$ cat config.mk
export PLATFORM = sky130hd
export DESIGN_NAME = banner_sequencer
export DESIGN_NICKNAME = d
export VERILOG_FILES = /design/src/rtl/banner_sequencer.sv
export SDC_FILE = /design/constraint.sdc
export NUM_CORES = 1
export LEC_CHECK = 0
export ABC_AREA = 1
export BUFFER_PORTS_ARGS = -buffer_cell sky130_fd_sc_hd__buf_2
export CORE_MARGIN = 5
export CORE_UTILIZATION = 35
export CTS_CLUSTER_SIZE = 10
export DETAILED_ROUTE_END_ITERATION = 16
export SYNTH_ARGS = -nofsm -noshare
export SYNTH_HDL_FRONTEND = slang
export SYNTH_SLANG_ARGS = --single-unit
$ cat constraint.sdc
create_clock -name clk -period 2.2 [get_ports clk]
set_input_delay 0.66 -clock clk [delete_from_list [all_inputs] [get_ports clk]]
set_output_delay 0.66 -clock clk [all_outputs]
set_load 0.01 [all_outputs]
$ cat src/rtl/banner_sequencer.sv
// banner_sequencer: animation controller for a row of letter glyph renderers.
// Produces the banner origin and per-letter enables; the animation slides the
// banner down, reveals letters left to right, blinks them, then holds.
// Every step of the animation is paced by frame_tick.
//
// Ports:
//   clk        pixel clock
//   rst_n      asynchronous active-low reset
//   frame_tick one-cycle pulse per video frame
//   start      one-cycle request to begin the animation (ignored unless idle)
//   stop       one-cycle request to abort and clear the banner
//   base_x     banner origin x, tied to X_POS
//   base_y     banner origin y
//   letter_en  per-letter enable, bit 0 is the leftmost letter
//   busy       high whenever the animation is not idle
//   done       one-cycle pulse on entry to the hold state
module banner_sequencer #(
    parameter int unsigned NCHAR         = 4,
    parameter int unsigned PITCH         = 40,
    parameter int unsigned X_POS         = 256,
    parameter int unsigned Y_START       = 0,
    parameter int unsigned Y_TARGET      = 220,
    parameter int unsigned STEP          = 4,
    parameter int unsigned REVEAL_FRAMES = 8,
    parameter int unsigned BLINK_FRAMES  = 16,
    parameter int unsigned BLINK_COUNT   = 6
) (
    input  logic             clk,
    input  logic             rst_n,
    input  logic             frame_tick,
    input  logic             start,
    input  logic             stop,
    output logic [9:0]       base_x,
    output logic [9:0]       base_y,
    output logic [NCHAR-1:0] letter_en,
    output logic             busy,
    output logic             done
);

    localparam int unsigned FrameMax = (REVEAL_FRAMES > BLINK_FRAMES) ? REVEAL_FRAMES
                                                                      : BLINK_FRAMES;
    localparam int unsigned FW = (FrameMax > 1) ? $clog2(FrameMax) : 1;
    localparam int unsigned BW = (BLINK_COUNT > 1) ? $clog2(BLINK_COUNT) : 1;

    typedef enum logic [2:0] {
        StIdle,
        StSlide,
        StReveal,
        StBlink,
        StHold
    } state_e;

    state_e           state_q, state_d;
    logic [9:0]       base_y_q, base_y_d;
    logic [NCHAR-1:0] letter_en_q, letter_en_d;
    logic [FW-1:0]    frame_cnt_q, frame_cnt_d;
    logic [BW-1:0]    blink_cnt_q, blink_cnt_d;
    logic             done_q, done_d;

    // 11-bit sum so the slide step can never wrap past 1023.
    logic [10:0]      y_sum;
    logic [NCHAR-1:0] en_shift;

    // Letter spacing is applied by the instantiating level, not here.
    logic [31:0] unused_pitch;
    assign unused_pitch = PITCH;

    always_ff @(posedge clk or negedge rst_n) begin
        if (!rst_n) begin
            state_q     <= StIdle;
            base_y_q    <= 10'(Y_START);
            letter_en_q <= '0;
            frame_cnt_q <= '0;
            blink_cnt_q <= '0;
            done_q      <= 1'b0;
        end else begin
            state_q     <= state_d;
            base_y_q    <= base_y_d;
            letter_en_q <= letter_en_d;
            frame_cnt_q <= frame_cnt_d;
            blink_cnt_q <= blink_cnt_d;
            done_q      <= done_d;
        end
    end

    always_comb begin
        state_d     = state_q;
        base_y_d    = base_y_q;
        letter_en_d = letter_en_q;
        frame_cnt_d = frame_cnt_q;
        blink_cnt_d = blink_cnt_q;
        done_d      = 1'b0;
        y_sum       = {1'b0, base_y_q} + 11'(STEP);
        en_shift    = (letter_en_q << 1) | NCHAR'(1);

        if (stop) begin
            state_d     = StIdle;
            base_y_d    = 10'(Y_START);
            letter_en_d = '0;
            frame_cnt_d = '0;
            blink_cnt_d = '0;
        end else begin
            unique case (state_q)
                StIdle: begin
                    base_y_d    = 10'(Y_START);
                    letter_en_d = '0;
                    // A frame_tick in the start cycle is deliberately dropped.
                    if (start) begin
                        state_d = StSlide;
                    end
                end
                StSlide: begin
                    letter_en_d = '0;
                    if (frame_tick) begin
                        if (y_sum >= 11'(Y_TARGET)) begin
                            base_y_d    = 10'(Y_TARGET);
                            frame_cnt_d = '0;
                            state_d     = StReveal;
                        end else begin
                            base_y_d = y_sum[9:0];
                        end
                    end
                end
                StReveal: begin
                    if (frame_tick) begin
                        if (frame_cnt_q == FW'(REVEAL_FRAMES - 1)) begin
                            frame_cnt_d = '0;
                            letter_en_d = en_shift;
                            if (&en_shift) begin
                                blink_cnt_d = '0;
                                state_d     = StBlink;
                            end
                        end else begin
                            frame_cnt_d = frame_cnt_q + FW'(1);
                        end
                    end
                end
                StBlink: begin
                    if (frame_tick) begin
                        if (frame_cnt_q == FW'(BLINK_FRAMES - 1)) begin
                            frame_cnt_d = '0;
                            letter_en_d = ~letter_en_q;
                            blink_cnt_d = blink_cnt_q + BW'(1);
                            // Even toggle count always lands back on all ones.
                            if (blink_cnt_q == BW'(BLINK_COUNT - 1)) begin
                                letter_en_d = '1;
                                state_d     = StHold;
                                done_d      = 1'b1;
                            end
                        end else begin
                            frame_cnt_d = frame_cnt_q + FW'(1);
                        end
                    end
                end
                StHold: begin
                    letter_en_d = '1;
                    base_y_d    = 10'(Y_TARGET);
                end
                default: begin
                    state_d = StIdle;
                end
            endcase
        end
    end

    assign base_x    = 10'(X_POS);
    assign base_y    = base_y_q;
    assign letter_en = letter_en_q;
    assign busy      = (state_q != StIdle);
    assign done      = done_q;

endmodule
==> reports/qor.yml, run 1 <==
drt:
  vias: 1440
  wl_mm: 3.46
  drc_errors: 0
  first_pass_iters: 4
  postRouteAntennaNets: 0
  wl_per_cell_um: 11.1
  via_per_inst: 4.62
  drtIter0Drc: 42
synthesis:
  synth_cell_type_count: 34
  synth_area_um2: 1710
  yosys-top-cells-area: "dfrtp_1 34%, nand2_1 12%, buf_4 5.7%"
  synth-edff-count: 0
  yosysSeqAreaShare_pct: 33.7
  synthArstFlopShare_pct: 100
  ys_warn_count: 0
  synthCells: 228
  syn_area_per_cell_um2: 7.49
  synth.top_cell.area_share_pct: 33.7
  ys_seq_elements: 23
  ys.flop_type: "dfrtp_1"
  synth_top_cell_by_area: "dfrtp_1"
timing:
  hold_viol: 0
  rsz0062_at_grt: "no"
  tightest_slew_ps: 532
  fmax_mhz: 560
  fin_skew_ps: 4.68
  setup_viol: 0
  finalCritPeriodShare_pct: 81.1
  slew_violations: 0
  min_period_ps: 1780
  worst_slack_ps: 415
  relSlewSlack_pct: 64.6
  fin_tns_setup_ps: 0
layout:
  fillCellCount: 496
  final_area_um2: 1850
  antennaDiodeCount: 0
  regArea_um2: 576
  nets: 256
  multiInputGateArea_um2: 945
  drive_gt1_share_pct: 22.4
  layout_common_cells: "55 x nand2_1, 24 x inv_1, 23 x dfrtp_1"
  final_core_util_pct: 39.2
  area_growth_pct: 8.43
  mostFrequentLayoutCell: "nand2_1"
floorplanning:
  start_util_pct: 36.1
  row_count: 25
  ios: 31
  fp.coreArea_um2: 4720
  die_h_um: 79.8
  die_w_um: 79.8
  dieArea_um2: 6370
clock_network:
  cts_num_sinks: 23
  htreeDepth: 1
  insertion_delay_ps: 270
  cts_tree: "yes"
  cts_buffers: 3
  cts_root_buf: "clkbuf_8"
  postCtsResizedCells: 0
  cts_hold_buf: 0
  cts_setup_buffers: 0
  clk_path_buf_depth: 2
  path_clk_slew_ps: 90
setup_path:
  crit_type: "flop to output pin"
  slowest_stage: "dfrtp_1"
  crit_path_cell_trace: "inv_1 -> nand2_1 -> buf_2"
  end_kind: "output pin"
  cp_max_fo: 7
  startpoint_type: "flop"
  worstPathRequired_ps: 1540
  cp.arrival_ps: 1120
  critPathMaxStageDelay_ps: 520
power_and_ir_drop:
  seq_power_share_pct: 41.1
  switching_power_uw: 568
  total_power_mw: 1.35
  clkPwrFrac_pct: 19.8
  leakagePower_nw: 0.996
  power_density_nw_per_um2: 731
  swShare_pct: 42.0
  comb_power_share_pct: 39.1
  ir_worst_vdd_mv: 0.343
  p_int_uw: 784
placed_design:
  dp_slack_ps: 259
  port_buffers: 18
  place_area_um2: 1800
  dpl.hpwl_mm: 2.65
  place.gp.congestion: 0.820
global_routing:
  grt_start_max_net_pins: 24
  grt_overflow: 0
  grt_pass1_wl_mm: 5.77
  grtUsageTotal_pct: 11.3
  grt_pass1_vias: 1272
  antenna_found_initial: 0
flow_run:
  max_cap_viol_count: 0
hold_path:
  min_path_type: "input pin to asynchronous set/reset pin"
run_status:
  status: "completed"
## worst max-delay path: cells and delay by family, from the launching register on
family / cells / cell delay [ps]
flops: 1 / 520
buf+inv: 2 / 260
simple gates: 1 / 80
## synthesized netlist by cell type, types with 2 or more instances
library cell / count
a21oi_1: 2
buf_4: 13
conb_1: 2
dfrtp_1: 23
ha_1: 5
inv_1: 24
inv_2: 4
nand2_1: 55
nand2_2: 6
nand2_4: 3
nand3_1: 19
nand3_2: 7
nand4_1: 2
nor2_1: 19
nor2_2: 4
nor2_4: 2
nor3_1: 2
nor3_2: 2
nor4_1: 2
o211ai_1: 3
o21ai_0: 15
o21ai_1: 2
## through the flow
stage	hold slack, ps	cells
finish	366	312
global route	394	312
CTS	382	312
detailed placement	501	308
global placement	502	308
floorplan	364	238
## layer usage
metal | share of wire, % | up-vias | GRT usage, %
li1 | - | 743 | -
met1 | 47 | 670 | 14.0
met2 | 49 | 25 | 19.4
met3 | 3.6 | 2 | 2.71
met4 | 0.78 | 0 | 3.04
met5 | 0 | - | 0
## final timing paths
path | from | slack (ps) | end | cells past startpoint
hold / removal | rst_n | 370 | letter_en[0] | 1
setup / recovery | state_q[1] | 420 | busy | 3
max in group asynchronous | rst_n | 1480 | base_y[9] | 1
hold reg to reg | frame_cnt_q[1] | 520 | frame_cnt_q[1] | 2
setup reg to reg | state_q[1] | 470 | letter_en[1] | 7
min in group clk | frame_cnt_q[1] | 520 | frame_cnt_q[1] | 2
## power groups by stage
stage | logic, mW | registers, mW | clock network [mW]
finish | 0.529 | 0.555 | 0.268
detailed placement | 0.534 | 0.566 | 0
global route | 0.598 | 0.567 | 0.308
floorplan | 0.433 | 0.547 | 0
CTS | 0.537 | 0.557 | 0.281
global placement | 0.534 | 0.564 | 0
## flip-flops by register name (all words and copies together), names as in the netlist
signal,cells
base_y,8
frame_cnt_q,4
state_q,3
done,1
letter_en,4
blink_cnt_q,3
## logic make-up (layout without fill, tap and decap cells)
kind of cell	Yosys count	in the layout	synth area share (%)
AND/OR/NAND/NOR	125	125	38.1
flip-flops	23	23	33.7
other	2	12	0.440
AO/OA/AOI/OAI	27	27	9.90
buffers and inverters	44	51	13.1
XOR/XNOR	2	2	1.03
adder cells (fa/ha/maj)	5	5	3.67
## cell type report
class	instances	share of cell area (%)
Clock buffer	3	2.23
Clock inverter	1	0.270
Inverter	29	5.95
Multi-Input combinational cell	171	51.0
Sequential cell	23	31.1
Tap cell	67	4.53
Timing Repair Buffer	18	4.87
No activity file was read; power rests on OpenSTA's default activity.
==> inputs of run 2 (changes only) <==
Clock period 2.2 ns to 1.71 ns, I/O delays scaled along.
==> run 2 against run 1 <==
  * Register-to-register slack worse by 340 ps
  * Via count grew 3.6%
  * First-iteration DRC count fell by 9.5%
  * Core utilization is 2.3 points higher
==> reports/qor.yml, run 2 (same netlist as run 1, synthesis figures left out) <==
power_and_ir_drop:
  power_density_nw_per_um2: 921  # +26%
  total_power_mw: 1.80  # +33%
  p_int_mw: 1.05  # +34%
  clkPwrFrac_pct: 19.0  # -0.8 points
  ir_worst_vdd_mv: 0.533  # +55%
  seq_power_share_pct: 39.4  # -1.7 points
  comb_power_share_pct: 41.6  # +2.5 points
  leakagePower_nw: 1.03  # +3.5%
  swShare_pct: 41.9  # -0.16 points
  switching_power_uw: 755  # +33%
setup_path:
  crit_path_cell_trace: "nor2_2 -> nand2_1 -> buf_2"
  slowest_stage: "dfrtp_2"
  crit_family: "flip-flops"
  critPathMaxStageDelay_ps: 460  # -60 ps
  end_kind: "output pin"
  crit_buf_inv: 1  # -1
  worstPathRequired_ps: 1200  # -340 ps
  startpoint_type: "flop"
  cp.arrival_ps: 1080  # -40 ps
  cp_max_fo: 5  # -2
  crit_type: "flop to output pin"
drt:
  drc_errors: 0  # unchanged
  first_pass_iters: 4  # unchanged
  drtIter0Drc: 38  # -9.5%
  via_per_inst: 4.66  # +1.0%
  wl_mm: 3.67  # +6.1%
  vias: 1492  # +3.6%
  postRouteAntennaNets: 0  # unchanged
  wl_per_cell_um: 11.5  # +3.5%
clock_network:
  clk_path_buf_depth: 2  # unchanged
  cts_buffers: 3  # unchanged
  cts_root_buf: "clkbuf_8"
  cts_tree: "yes"
  path_clk_slew_ps: 90  # about the same
  htreeDepth: 1  # unchanged
  insertion_delay_ps: 270  # about the same
  postCtsResizedCells: 0  # unchanged
  cts_hold_buf: 0  # unchanged
  cts_setup_buffers: 0  # unchanged
  cts_num_sinks: 23  # unchanged
timing:
  slew_violations: 0  # unchanged
  hold_viol: 0  # unchanged
  setup_viol: 0  # unchanged
  tightest_slew_ps: 522  # -9.34 ps
  min_period_ps: 1590
  fin_skew_ps: 5.74  # +1.05 ps
  finalCritPeriodShare_pct: 93.0
  worst_slack_ps: 120  # -295 ps
  relSlewSlack_pct: 65.2  # +0.62 points
  fmax_mhz: 629
  fin_tns_setup_ps: 0  # unchanged
floorplanning:
  row_count: 25  # unchanged
  start_util_pct: 36.1  # unchanged
  die_h_um: 79.8  # unchanged
  fp.coreArea_um2: 4720  # unchanged
  die_w_um: 79.8  # unchanged
  dieArea_um2: 6370  # unchanged
  ios: 31  # unchanged
layout:
  fillCellCount: 500  # +0.81%
  layout_common_cells: "53 x nand2_1, 24 x inv_1, 20 x dfrtp_1"
  mostFrequentLayoutCell: "nand2_1"
  area_growth_pct: 14.8
  regArea_um2: 579  # +0.65%
  nets: 264  # +3.1%
  largest_reg_flops: 8  # unchanged
  multiInputGateArea_um2: 985  # +4.2%
  drive_gt1_share_pct: 27.3  # +4.8 points
  antennaDiodeCount: 0  # unchanged
  final_core_util_pct: 41.5  # +2.3 points
  final_area_um2: 1960  # +5.9%
placed_design:
  port_buffers: 18  # unchanged
  place.gp.congestion: 0.842  # +2.6%
  dp_slack_ps: 111  # -149 ps
  place_area_um2: 1870  # +3.6%
  dpl.hpwl_mm: 2.79  # +5.3%
global_routing:
  grt_pass1_wl_mm: 6.18  # +7.1%
  grt_start_max_net_pins: 24  # unchanged
  grtUsageTotal_pct: 12.0  # +0.77 points
  grt_pass1_vias: 1390  # +9.3%
  grt_overflow: 0  # unchanged
  antenna_found_initial: 0  # unchanged
run_status:
  status: "completed"
hold_path:
  min_path_type: "input pin to asynchronous set/reset pin"
flow_run:
  max_cap_viol_count: 0  # unchanged
## run 2: path summary, 6_finish.rpt
path	cells after the start	slack (ps)	startpoint	endpoint
worst max-delay path	3	120	state_q[2]	busy
worst min-delay path	1	210	rst_n	base_y[2]
worst max register to register	9	130	base_y[3]	frame_cnt_q[1]
worst min register to register	2	520	frame_cnt_q[2]	frame_cnt_q[2]
max in group asynchronous	1	1110	rst_n	state_q[1]
min in group clk	2	520	frame_cnt_q[2]	frame_cnt_q[2]
## run 2: power by group through the flow
stage	logic [mW]	clock network (mW)	registers (mW)
finish	0.751	0.342	0.711
global route	0.869	0.389	0.723
CTS	0.737	0.363	0.699
detailed placement	0.735	0	0.709
global placement	0.735	0	0.708
floorplan	0.557	0	0.704
## run 2: worst reg2reg max path, cell delays in order, from the launching register on
cell and delay [ps]:
dfrtp_1 440, ha_1 330, o21bai_1 140, nand2_1 80, nand2_2 80, nand3_4 100
nand3_4 120, nand2_4 70, nand2_1 70, nand2_1 50
## run 2: metrics by stage
step | std cells | hold slack [ps]
global route | 320 | 250
global placement | 315 | 500
CTS | 319 | 231
finish | 320 | 205
detailed placement | 315 | 505
floorplan | 238 | 217
## run 2: area by class of cell
cell class                      count  area share (%)
Multi-Input combinational cell    172            50.3
Sequential cell                    23            29.6
Timing Repair Buffer               25            7.92
Inverter                           29            5.62
Tap cell                           67            4.28
Clock buffer                        3            2.11
Clock inverter                      1           0.255
## run 2: per-layer routing
layer | vias up | share of wire [%] | track usage, %
li1 | 763 | - | -
met1 | 702 | 46 | 15.1
met2 | 25 | 49 | 21.0
met3 | 2 | 4.0 | 3.05
met4 | 0 | 0.52 | 2.20
met5 | - | 0 | 0
